### src/rtl/fifo_wr_ptr_ctrl.sv
// fifo_wr_ptr_ctrl
//   Write-side pointer controller of the async FIFO between the system and UART clock
//   domains. Keeps the binary write pointer (with wrap bit), exports it Gray-coded for
//   the read domain, synchronizes the read domain's Gray pointer and generates FULL.
//   This block owns the FIFO's binary->Gray conversion.
//
//   Optional feature: define FIFO_ALMOST_FULL_EN to build the registered ALMOST_FULL
//   flag (occupancy >= AF_LEVEL). Without it ALMOST_FULL is tied to 0 and no
//   Gray->binary logic exists.
//
// Ports
//   CLK          in   write-domain clock, rising edge
//   RST          in   asynchronous reset, active-high
//   W_INC        in   write request this cycle
//   R_GRAY_PTR   in   read pointer (Gray) from the read domain, asynchronous
//   W_EN         out  memory write enable, W_INC & ~FULL
//   W_ADDR       out  memory write address (registered)
//   W_GRAY_PTR   out  registered Gray write pointer to the read domain
//   FULL         out  FIFO full (registered)
//   ALMOST_FULL  out  occupancy >= AF_LEVEL (registered, feature-gated)
module fifo_wr_ptr_ctrl #(
    parameter int unsigned ADDR_W      = 3,
    parameter int unsigned SYNC_STAGES = 2,
    parameter int unsigned AF_LEVEL    = 6
) (
    input  logic              CLK,
    input  logic              RST,
    input  logic              W_INC,
    input  logic [ADDR_W:0]   R_GRAY_PTR,
    output logic              W_EN,
    output logic [ADDR_W-1:0] W_ADDR,
    output logic [ADDR_W:0]   W_GRAY_PTR,
    output logic              FULL,
    output logic              ALMOST_FULL
);

    if (SYNC_STAGES < 2 || ADDR_W < 2 || AF_LEVEL > (2 ** ADDR_W)) begin : g_param_check
        $error("fifo_wr_ptr_ctrl: illegal parameter combination");
    end

    logic [ADDR_W:0] wbin_q, wbin_d;
    logic [ADDR_W:0] wgray_q, wgray_d;
    logic            full_q, full_d;
    logic            w_en;
    logic [ADDR_W:0] sync_q [SYNC_STAGES];
    logic [ADDR_W:0] rq_sync;
    logic [ADDR_W:0] full_cmp;

    assign rq_sync = sync_q[SYNC_STAGES-1];

    // Write pointer is one lap ahead of the read pointer exactly when the two MSBs of
    // the Gray codes differ and the rest match.
    assign full_cmp = {~rq_sync[ADDR_W:ADDR_W-1], rq_sync[ADDR_W-2:0]};

    always_comb begin
        w_en    = W_INC & ~full_q;
        wbin_d  = wbin_q + {{ADDR_W{1'b0}}, w_en};
        wgray_d = wbin_d ^ (wbin_d >> 1);
        full_d  = (wgray_d == full_cmp);
    end

    always_ff @(posedge CLK or posedge RST) begin
        if (RST) begin
            wbin_q  <= '0;
            wgray_q <= '0;
            full_q  <= 1'b0;
        end else begin
            wbin_q  <= wbin_d;
            wgray_q <= wgray_d;
            full_q  <= full_d;
        end
    end

    // Plain flop chain; nothing may sit between stages.
    always_ff @(posedge CLK or posedge RST) begin
        if (RST) begin
            for (int i = 0; i < SYNC_STAGES; i++) begin
                sync_q[i] <= '0;
            end
        end else begin
            sync_q[0] <= R_GRAY_PTR;
            for (int i = 1; i < SYNC_STAGES; i++) begin
                sync_q[i] <= sync_q[i-1];
            end
        end
    end

`ifdef FIFO_ALMOST_FULL_EN
    logic [ADDR_W:0] rbin_sync;
    logic [ADDR_W:0] occupancy;
    logic            af_q, af_d;

    always_comb begin
        // Gray->binary: each bit is the XOR of all Gray bits at or above it.
        rbin_sync = rq_sync;
        for (int i = int'(ADDR_W) - 1; i >= 0; i--) begin
            rbin_sync[i] = rbin_sync[i+1] ^ rq_sync[i];
        end
        occupancy = wbin_d - rbin_sync;
        af_d      = (32'(occupancy) >= AF_LEVEL);
    end

    always_ff @(posedge CLK or posedge RST) begin
        if (RST) begin
            af_q <= 1'b0;
        end else begin
            af_q <= af_d;
        end
    end

    assign ALMOST_FULL = af_q;
`else
    assign ALMOST_FULL = 1'b0;
`endif

    assign W_EN       = w_en;
    assign W_ADDR     = wbin_q[ADDR_W-1:0];
    assign W_GRAY_PTR = wgray_q;
    assign FULL       = full_q;

endmodule

### config.mk
export PLATFORM = sky130hd
export DESIGN_NAME = fifo_wr_ptr_ctrl
export DESIGN_NICKNAME = d
export VERILOG_FILES = /design/src/rtl/fifo_wr_ptr_ctrl.sv
export SDC_FILE = /design/constraint.sdc
export NUM_CORES = 1
export LEC_CHECK = 0
export BUFFER_PORTS_ARGS = -buffer_cell sky130_fd_sc_hd__buf_2
export CAP_MARGIN = 5
export CORE_UTILIZATION = 50
export CTS_BUF_LIST = sky130_fd_sc_hd__clkbuf_4 sky130_fd_sc_hd__clkbuf_8 sky130_fd_sc_hd__clkbuf_16
export DETAILED_ROUTE_END_ITERATION = 8
export MAX_ROUTING_LAYER = met4
export PLACE_DENSITY_LB_ADDON = 0.08
export SLEW_MARGIN = 0
export SYNTH_ARGS = -nofsm -noshare
export SYNTH_HDL_FRONTEND = slang
export SYNTH_SLANG_ARGS = --single-unit
### constraint.sdc
create_clock -name CLK -period 3 [get_ports CLK]
set_input_delay 0.45 -clock CLK [delete_from_list [all_inputs] [get_ports CLK]]
set_output_delay 0.45 -clock CLK [all_outputs]
set_load 0.01 [all_outputs]
== Word level (Yosys, flattened, before mapping) ==
Cells that the tools add are included.
W data, S select, Z words.
Operators by class
  add/subtract/negate cells: 1
  eq/ne operators: 1
  bitwise gates (word level): 4
Operator list (count)
  $add A4 B1 Y4: 1
  $eq A4 B4 Y1: 1
  $xor A4 B3 Y4: 1
  $not A2 Y2: 1
  $and A1 B1 Y1: 1
  $not A1 Y1: 1
Word-level totals
  word-level logic and storage cells: 11
  output and inout bits: 10
  input bits: 7
  flip-flop bits (word level): 17

== Longest topological paths before layout ==
Gate-level depths: netlist (run 1).
  depth after elaboration: 5
  mapped depth: 8
  gate-level depth less buffers: 8

== Least setup slack after synthesis (run 1) ==
No wires, ideal clock.
  kind: input -> register
  start point: input port W_INC
  end point: register full_q, in the netlist FULL
  required time: 2.904 ns
  arrival: 1.927 ns
  path buffers: 0
  cell stages on the path: 7
  library setup time: 0.096 ns
  setup slack: 0.978 ns
  cell sequence: nor2b_1 -> ha_1 -> ha_1 -> xor2_1 -> or3_2 -> nand4_1 -> nor4_2
On the way
  cells in the longest elaborated chain, start to end: 4
Ends and longest elaborated chain
  from (decl): line 28  | input logic W_INC,
  $and A1 B1 Y1: line 56  | w_en = W_INC & ~full_q;
  $add A4 B1 Y4: line 57  | wbin_d = wbin_q + {{ADDR_W{1'b0}}, w_en};
  $xor A4 B3 Y4: line 58  | wgray_d = wbin_d ^ (wbin_d >> 1);
  $eq A4 B4 Y1: line 59  | full_d = (wgray_d == full_cmp);
  net full_d: line 43  | logic full_q, full_d;
  to (signal assigned): line 70  | full_q <= full_d;
  to (decl): line 43
The timed path passes the listed nets, and every way through them passes these cells.

== Worst setup path in the final report (run 1) ==
  start point: register full_q, in the netlist FULL
  end point: register full_q, in the netlist FULL
On the way
  cells in the longest elaborated chain, start to end: 5
Ends and longest elaborated chain (line)
  $not A1 Y1: 56
  $and A1 B1 Y1: 56
  $add A4 B1 Y4: 57
  $xor A4 B3 Y4: 58
  $eq A4 B4 Y1: 59
  net full_d: 43
The timed path passes the listed nets, and every way through them passes these cells.

==> flow_summary.toml, run 1 <==
[routing]
wl_per_cell_um = 12.6
dr.first_iter.drc_count = 3
routed_via_density = 5.09
dr_total_vias = 407
wirelength_um = 1010
dr.pass1.iters = 2
drc = 0
final_antenna_net_count = 0

[clock_network]
cts_buffers = 3
cts_max_path_buffers = 2
post_cts_buffers = 0
insertion_delay_ns = 0.28
cts-hold-fix-buffers = 0
cts_tree = "built"
ctsHtreeMaxLevel = 1
post_cts_resized = 0
clkSlewWorstSetupHoldPaths_ns = 0.09
cts-root-buf = "clkbuf_4"
cts_sinks = 16

[placed_design]
io_buffers = 15
gp_congestion = 0.683
placed_cell_area_um2 = 744
dpl.hpwl_um = 745

[floorplan]
dieHeight_um = 38.5
io_pins = 17
die_w_um = 38.5
rows = 12
coreArea_um2 = 1170
start_util_pct = 56.9
die_area_um2 = 1480

[logic_synthesis]
synth_nets = 58
ys_types = 20
muxShareOfSynthArea_pct = 1.50
netlist.area_leader.share_pct = 60.0
synth_seq_cells = 16
syn_inst = 49
synth_area_leader_cell = "dfrtp_1"
synth_top_family_by_area = "XOR/XNOR gates"
yosysWarnings = 0
synthAdderAreaFrac_pct = 3.75
synthTopCellsByArea = "dfrtp_1, xnor2_1, xor2_4, ha_1, xor2_1"
syn_area_um2 = 667
synth-simple-area-share_pct = 10.1
yosysSeqAreaShare_pct = 60.0
synth_compound_area_share_pct = 6.00
syn_area_per_cell_um2 = 13.6
synthXorXnorAreaFrac_pct = 14.6

[setup_path]
cp_max_fo = 5
max_stage_delay_ns = 0.39
crit_path_end_kind = "register"
arrival_ns = 2.19
start_kind = "register"
path_cells = "nor2b_1, ha_1, ha_1, xor2_1, or3_2, nand4_1, nor4_2"
cp.required_ns = 3.19
cp_slowest_cell = "dfrtp_1"
crit_path_frequent_cell = "ha_1"
worstSetupPathType = "register to register"

[timing]
finClkSkew_ns = 0.00583
finalMaxSlewViolations = 0
hold_viol = 0
rsz0062_at_grt = "false"
tns_ns = 0
min_period_over_period_pct = 66.7
tightest_slew_ns = 0.584
setup_violations = 0
fmax_ghz = 0.500
slew_headroom_pct = 61.0
finalCriticalPeriod_ns = 2.00

[global_routing]
track_usage_pct = 17.9
grt_max_degree = 17
grt.overflow.total = 0
grt_pass1_wl_um = 1690
grt_antenna_before_repair = 0
grt_pass1_vias = 381

[layout]
antennaDiodeCount = 0
regArea_um2 = 400
num-fill-cells = 89
drive_gt1_share_pct = 34.8
multi_input_comb_area_um2 = 244
area_growth_pct = 17.1
stdcell_area_um2 = 781
nets = 76

[flow_run]
drv_cap = 0

[power_and_ir_drop]
ir_drop_mv = 0.613
p_leak_nw = 0.371
power_density_nw_per_um2 = 1100

[run_status]
status = "finished clean"

[worst_hold_path]
hold_path_class = "primary input to asynchronous set/reset pin"
worst paths after layout:
kind	from	to	slack, ns	cells after the start
min	RST	sync_q[7]$_DFF_PP0_	0.21	2
min reg2reg	sync_q[5]$_DFF_PP0_	rq_sync[1]$_DFF_PP0_	0.36	0
min in group CLK	R_GRAY_PTR[3]	sync_q[7]$_DFF_PP0_	0.27	1
max in group asynchronous	RST	W_GRAY_PTR[0]$_DFF_PP0_	2.40	2
max	FULL$_DFF_PP0_	FULL$_DFF_PP0_	1.0	7
max reg2reg	FULL$_DFF_PP0_	FULL$_DFF_PP0_	1.0	7
cells by family (layout without fill, tap and decap cells):
kind of cell | Yosys count | count (layout)
mux | 1 | 1
fa+ha+maj | 2 | 2
simple gates | 11 | 11
flops | 16 | 16
compound gates | 5 | 5
buf+inv | 4 | 21
other cells | 1 | 1
xor+xnor | 9 | 9
cell type report:
type / instances / share of cell area (%)
sequential: 16 / 51.3
multi-input combinational: 29 / 31.2
timing repair buffer: 15 / 9.62
clock buffer: 4 / 4.65
tap: 14 / 2.24
inverter: 2 / 0.962
worst max-delay path, delay by kind of cell, from the launching register on:
kind	cells	cell delay [ns]
AND/OR/NAND/NOR	4	0.71
XOR/XNOR	1	0.32
adder cells (fa/ha/maj)	2	0.50
flip-flops	1	0.39
layer usage:
layer / vias to the layer above / track usage, % / wire length (µm)
li1: 198 / - / -
met5: - / - / 0
met2: 13 / 27.5 / 496
met4: 0 / 5.17 / 0
met3: 0 / 5.23 / 50
met1: 196 / 23.2 / 457
state kept, by name (all words and copies together) (netlist names):
register / flops
wbin_q: 4
FULL: 1
rq_sync: 4
W_GRAY_PTR: 3
sync_q: 4
cell usage after synthesis:
library cell  instances
xor2_1                2
inv_1                 2
nor2b_1               1
nand4_1               2
nand2_1               3
conb_1                1
xor2_4                1
nor4_2                1
buf_4                 2
nand3_1               2
dfrtp_1              16
or3_2                 1
a22oi_1               1
a211oi_2              1
xnor2_1               6
nand3b_1              1
o21ba_1               1
a21oi_1               2
mux2i_1               1
ha_1                  2
power breakdown:
part           leakage, nW  internal (mW)  switching, mW
Combinational        0.161          0.184          0.214
Clock               0.0210         0.0738         0.0642
Sequential           0.189          0.276         0.0479
cell usage in the layout, fill, tap and decap left out, drive strengths merged:
cell type	Yosys	layout
nand4	2	2
conb	1	1
dfrtp	16	16
xnor2	6	6
clkbuf	0	4
inv	2	2
or3	1	1
mux2i	1	1
nand2	3	3
nor2b	1	1
a22oi	1	1
nand3	2	2
xor2	3	3
a211oi	1	1
ha	2	2
nand3b	1	1
o21ba	1	1
a21oi	2	2
buf	2	15
nor4	1	1
metrics by stage:
| stage | setup WS [ns] | util [%] | hold WS (ns) | instances | power (mW) |
|---|---|---|---|---|---|
| after floorplan | 0.978 | - | 0.331 | 49 | 0.638 |
| after global placement | 0.838 | 63.6 | 0.332 | 76 | 0.717 |
| after detailed placement | 0.805 | 63.6 | 0.336 | 76 | 0.729 |
| after CTS | 0.997 | 66.7 | 0.226 | 80 | 0.869 |
| after global routing | 0.866 | 66.7 | 0.253 | 80 | 0.929 |
| final | 0.999 | 66.7 | 0.210 | 80 | 0.861 |
No activity file was read; power rests on OpenSTA's default activity.
==> inputs of run 2 (changes only) <==
--- a/config.mk
+++ b/config.mk
@@ -7,7 +7,7 @@
 export LEC_CHECK = 0
 export BUFFER_PORTS_ARGS = -buffer_cell sky130_fd_sc_hd__buf_2
 export CAP_MARGIN = 5
-export CORE_UTILIZATION = 50
+export CORE_UTILIZATION = 49
 export CTS_BUF_LIST = sky130_fd_sc_hd__clkbuf_4 sky130_fd_sc_hd__clkbuf_8 sky130_fd_sc_hd__clkbuf_16
 export DETAILED_ROUTE_END_ITERATION = 8
 export MAX_ROUTING_LAYER = met4
==> constraint.sdc (replaced) <==
create_clock -name CLK -period 1.92 [get_ports CLK]
set_input_delay 0.288 -clock CLK [delete_from_list [all_inputs] [get_ports CLK]]
set_output_delay 0.288 -clock CLK [all_outputs]
set_load 0.01 [all_outputs]
==> flow_summary.toml, run 2 (synthesis results as in run 1) <==
[clock_network]
post_cts_buffers = 0
insertion_delay_ns = 0.28
post_cts_resized = 0
ctsHtreeMaxLevel = 1
clkSlewWorstSetupHoldPaths_ns = 0.09
cts_tree = "built"
cts-hold-fix-buffers = 0
cts_sinks = 16
cts-root-buf = "clkbuf_4"
cts_buffers = 3
cts_max_path_buffers = 2

[setup_path]
path_cells = "nor2b_2, ha_1, ha_2, xnor2_1, buf_4, nand3b_1, nand4_1, nor4_2"
cp_num_buf_inv = 1
startpoint = "FULL$_DFF_PP0_"
cp.required_ns = 2.11
arrival_ns = 1.98
crit_family = "simple AND/OR/NAND/NOR gates"
cp.depth = 8
rr_worst_depth = 8
r2r_end = "FULL$_DFF_PP0_"
crit_path_end_kind = "register"
worstSetupPathType = "register to register"
crit_end = "FULL$_DFF_PP0_"
regToRegStartpoint = "FULL$_DFF_PP0_"
start_kind = "register"
max_stage_delay_ns = 0.40
cp_slowest_cell = "dfrtp_1"
cp_max_fo = 3
r2r_slack_ns = 0.13

[floorplan]
die_w_um = 38.9
io_pins = 17
coreArea_um2 = 1190
start_util_pct = 56.2
rows = 12
dieHeight_um = 38.9
die_area_um2 = 1510

[power_and_ir_drop]
total_power_mw = 1.48
swShare_pct = 37.3
p_comb_share_pct = 50.8
p_seq_share_pct = 34.7
switchingPower_mw = 0.554
ir_drop_mv = 0.855
p_leak_nw = 0.395
p_clk_share_pct = 14.6
p_int_mw = 0.930
power_density_nw_per_um2 = 1790

[timing]
tightest_slew_ns = 0.586
slew_headroom_pct = 60.9
setup_violations = 0
finalMaxSlewViolations = 0
min_period_over_period_pct = 93.2
rsz0062_at_grt = "false"
hold_viol = 0
finClkSkew_ns = 0.00559
finalCriticalPeriod_ns = 1.79
setup_ws_ns = 0.130
fmax_ghz = 0.559

[placed_design]
placed_cells = 81
gp_congestion = 0.700
place_ws_ns = -0.0407
io_buffers = 15

[layout]
instances_no_fill = 85
final_common_cell = "dfrtp_1"
layout_common_cells = "dfrtp_1, buf_2, xnor2_1"
antennaDiodeCount = 0
drive_gt1_share_pct = 43.7
nets = 81
area_growth_pct = 24.6

[routing]
wl_per_cell_um = 12.6
drc = 0
wirelength_um = 1080
dr_total_vias = 430
dr.first_iter.drc_count = 2
routed_via_density = 5.06
final_antenna_net_count = 0
dr.pass1.iters = 2

[global_routing]
grt_pass1_wl_um = 1680
track_usage_pct = 18.3
grt.overflow.total = 0
grt_max_degree = 17
grt_antenna_before_repair = 0
grt_pass1_vias = 398

[worst_hold_path]
hold_path_class = "primary input to asynchronous set/reset pin"

[run_status]
status = "finished clean"

[flow_run]
drv_cap = 0
[run 2: layout make-up]
type / instances / area, µm²
multi-input cells: 29 / 256
clock buffers: 4 / 36.3
well taps: 14 / 17.5
repair buffers: 20 / 113
inverters: 2 / 7.51
flip-flops and latches: 16 / 400
fillers: 88 / 355
[run 2: through the flow]
stage	util [%]	hold WS, ns	instance area, µm²	setup TNS (ns)
floorplan	-	0.202	677	0
global placement	66.8	0.332	792	0
detailed placement	66.8	0.339	792	-0.0407
CTS	69.8	0.0661	828	0
global route	70.0	0.0871	831	0
finish	70.0	0.0498	831	0
[run 2: power groups by stage]
stage / sequential (mW) / clock, mW / combinational (mW)
2_1_floorplan: 0.546 / 0 / 0.462
3_3_place_gp: 0.513 / 0 / 0.724
3_5_place_dp: 0.521 / 0 / 0.759
4_1_cts: 0.514 / 0.224 / 0.761
5_1_grt: 0.526 / 0.238 / 0.829
6_report: 0.514 / 0.216 / 0.754
[run 2: how the worst min path moves through the flow]
stage | depth (start not counted) | slack, ns | startpoint | to
detailed placement | 0 | 0.34 | sync_q[6]$_DFF_PP0_ | rq_sync[2]$_DFF_PP0_
global placement | 0 | 0.33 | sync_q[6]$_DFF_PP0_ | rq_sync[2]$_DFF_PP0_
finish | 2 | 0.05 | RST | sync_q[7]$_DFF_PP0_
floorplan | 1 | 0.20 | RST | FULL$_DFF_PP0_
CTS | 2 | 0.07 | RST | sync_q[5]$_DFF_PP0_
global route | 2 | 0.09 | RST | sync_q[7]$_DFF_PP0_
[run 2: per-layer routing]
layer | GRT usage (%) | vias to the layer above | routed length, µm
met3 | 5.20 | 0 | 43
met1 | 18.8 | 212 | 466
met2 | 32.1 | 14 | 566
met4 | 7.76 | 0 | 0
li1 | - | 204 | -
met5 | - | - | 0
[run 2: worst register-to-register path, cell delays in order (launching register included)]
cell	delay [ns]
dfrtp_1	0.40
nor2b_2	0.14
ha_1	0.19
ha_2	0.22
xnor2_1	0.13
buf_4	0.17
nand3b_1	0.07
nand4_1	0.11
nor4_2	0.27
==> inputs of run 3 (changes only) <==
--- a/config.mk
+++ b/config.mk
@@ -11,7 +11,7 @@
 export CTS_BUF_LIST = sky130_fd_sc_hd__clkbuf_4 sky130_fd_sc_hd__clkbuf_8 sky130_fd_sc_hd__clkbuf_16
 export DETAILED_ROUTE_END_ITERATION = 8
 export MAX_ROUTING_LAYER = met4
-export PLACE_DENSITY_LB_ADDON = 0.08
+export PLACE_DENSITY = 0.74
 export SLEW_MARGIN = 0
 export SYNTH_ARGS = -nofsm -noshare
 export SYNTH_HDL_FRONTEND = slang
==> flow_summary.toml, run 3 (synthesis results as in run 1) <==
[setup_path]
r2r_slack_ns = 0.17
cp_num_buf_inv = 0
crit_family = "simple AND/OR/NAND/NOR gates"
cp_slowest_cell = "or3_2"
rr_worst_depth = 7
crit_path_end_kind = "register"
worstSetupPathType = "register to register"
cp.required_ns = 2.09
arrival_ns = 1.92
cp_max_fo = 4
regToRegStartpoint = "FULL$_DFF_PP0_"
r2r_end = "FULL$_DFF_PP0_"
start_kind = "register"
max_stage_delay_ns = 0.41
path_cells = "nor2b_2, ha_1, ha_2, xor2_2, or3_2, nand4_1, nor4_2"

[clock_network]
cts_tree = "built"
cts_buffers = 3
cts_sinks = 16
ctsHtreeMaxLevel = 1
insertion_delay_ns = 0.28
clkSlewWorstSetupHoldPaths_ns = 0.09
cts_max_path_buffers = 2
cts-root-buf = "clkbuf_4"

[routing]
wirelength_um = 961
dr.pass1.iters = 4
routed_via_density = 5.00
dr.first_iter.drc_count = 7
wl_per_cell_um = 11.4
final_antenna_net_count = 0
drc = 0
dr_total_vias = 420

[global_routing]
grt_antenna_before_repair = 0
grt_max_degree = 17
track_usage_pct = 19.2
grt_pass1_vias = 429
grt_pass1_wl_um = 1790
grt.overflow.total = 0

[floorplan]
die_area_um2 = 1510
coreArea_um2 = 1190
rows = 12
io_pins = 17
die_w_um = 38.9
dieHeight_um = 38.9
start_util_pct = 56.2

[layout]
antennaDiodeCount = 0
final_common_cell = "dfrtp_1"
instances_no_fill = 84
nets = 80
area_growth_pct = 24.6
layout_common_cells = "dfrtp_1, buf_2, xnor2_1"
drive_gt1_share_pct = 44.3
final_util_pct = 70.0
stdcell_area_um2 = 831
num-fill-cells = 73

[placed_design]
io_buffers = 15
placed_cells = 80
placed_cell_area_um2 = 785
dpl.hpwl_um = 754
gp_congestion = 0.702

[timing]
finalMaxSlewViolations = 0
setup_violations = 0
rsz0062_at_grt = "false"
hold_viol = 0
min_period_over_period_pct = 90.9
fmax_ghz = 0.573
finClkSkew_ns = 0.00195
slew_headroom_pct = 62.4
tightest_slew_ns = 0.564
tns_ns = 0
finalCriticalPeriod_ns = 1.75

[power_and_ir_drop]
p_comb_share_pct = 49.9
p_leak_nw = 0.395
p_clk_share_pct = 14.9
p_int_mw = 0.922
power_density_nw_per_um2 = 1750
total_power_mw = 1.46
switchingPower_mw = 0.534
p_seq_share_pct = 35.2
ir_drop_mv = 1.00
swShare_pct = 36.7

[flow_run]
drv_cap = 0

[worst_hold_path]
hold_path_class = "primary input to asynchronous set/reset pin"

[run_status]
status = "finished clean"
==> run 3: changes by cell type in the layout (fill, tap and decap cells not counted), sizes merged <==
cell / previous run / this run
buf: 20 / 19
==> run 3: area by class of cell <==
type,count,area (µm²),share of cell area [%]
Multi-Input combinational cell,29,264,31.8
Clock buffer,4,36.3,4.37
Tap cell,14,17.5,2.11
Sequential cell,16,400,48.2
Inverter,2,7.51,0.904
Timing Repair Buffer,19,105,12.7
==> run 3: per-layer routing <==
layer / GRT usage, % / routed length [µm]
met3: 5.20 / 45
met2: 31.7 / 505
met4: 7.76 / 4
met5: - / 0
met1: 22.1 / 405
==> run 3: worst max path at each step <==
stage | start | depth (start not counted) | end
floorplan | FULL$_DFF_PP0_ | 7 | FULL$_DFF_PP0_
global placement | W_INC | 8 | FULL$_DFF_PP0_
detailed placement | W_INC | 9 | FULL$_DFF_PP0_
CTS | FULL$_DFF_PP0_ | 8 | FULL$_DFF_PP0_
global route | FULL$_DFF_PP0_ | 7 | FULL$_DFF_PP0_
finish | FULL$_DFF_PP0_ | 7 | FULL$_DFF_PP0_
==> run 3: worst reg2reg max path: cells and delay by family (launching register included) <==
family,cells,cell delay (ns)
adders and majority gates,2,0.43
DFF,1,0.40
xor gates and xnor gates,1,0.10
and+or+nand+nor,4,0.71
==> run 3: power by group through the flow <==
stage                     Combinational (mW)  Sequential, mW  Clock [mW]
after floorplan                        0.462           0.546           0
after global placement                 0.696           0.514           0
after detailed placement               0.713           0.516           0
after CTS                              0.713           0.509       0.223
after global routing                   0.807           0.527       0.242
final                                  0.726           0.512       0.217
==> run 3: per-stage QoR <==
stage	setup slack (ns)	hold WS, ns
final	0.174	0.0434
after global routing	0.0342	0.0883
after CTS	0.119	0.0656
after detailed placement	0.0392	0.340
after global placement	0.0539	0.332
after floorplan	0.0497	0.202
==> run 3: what timing repair did <==
action                                  in CTS  in global routing
buffers inserted                             0                  0
resized for setup                            0                  2
hold buffers                                 0                  0
endpoints found under the setup margin       0                  1
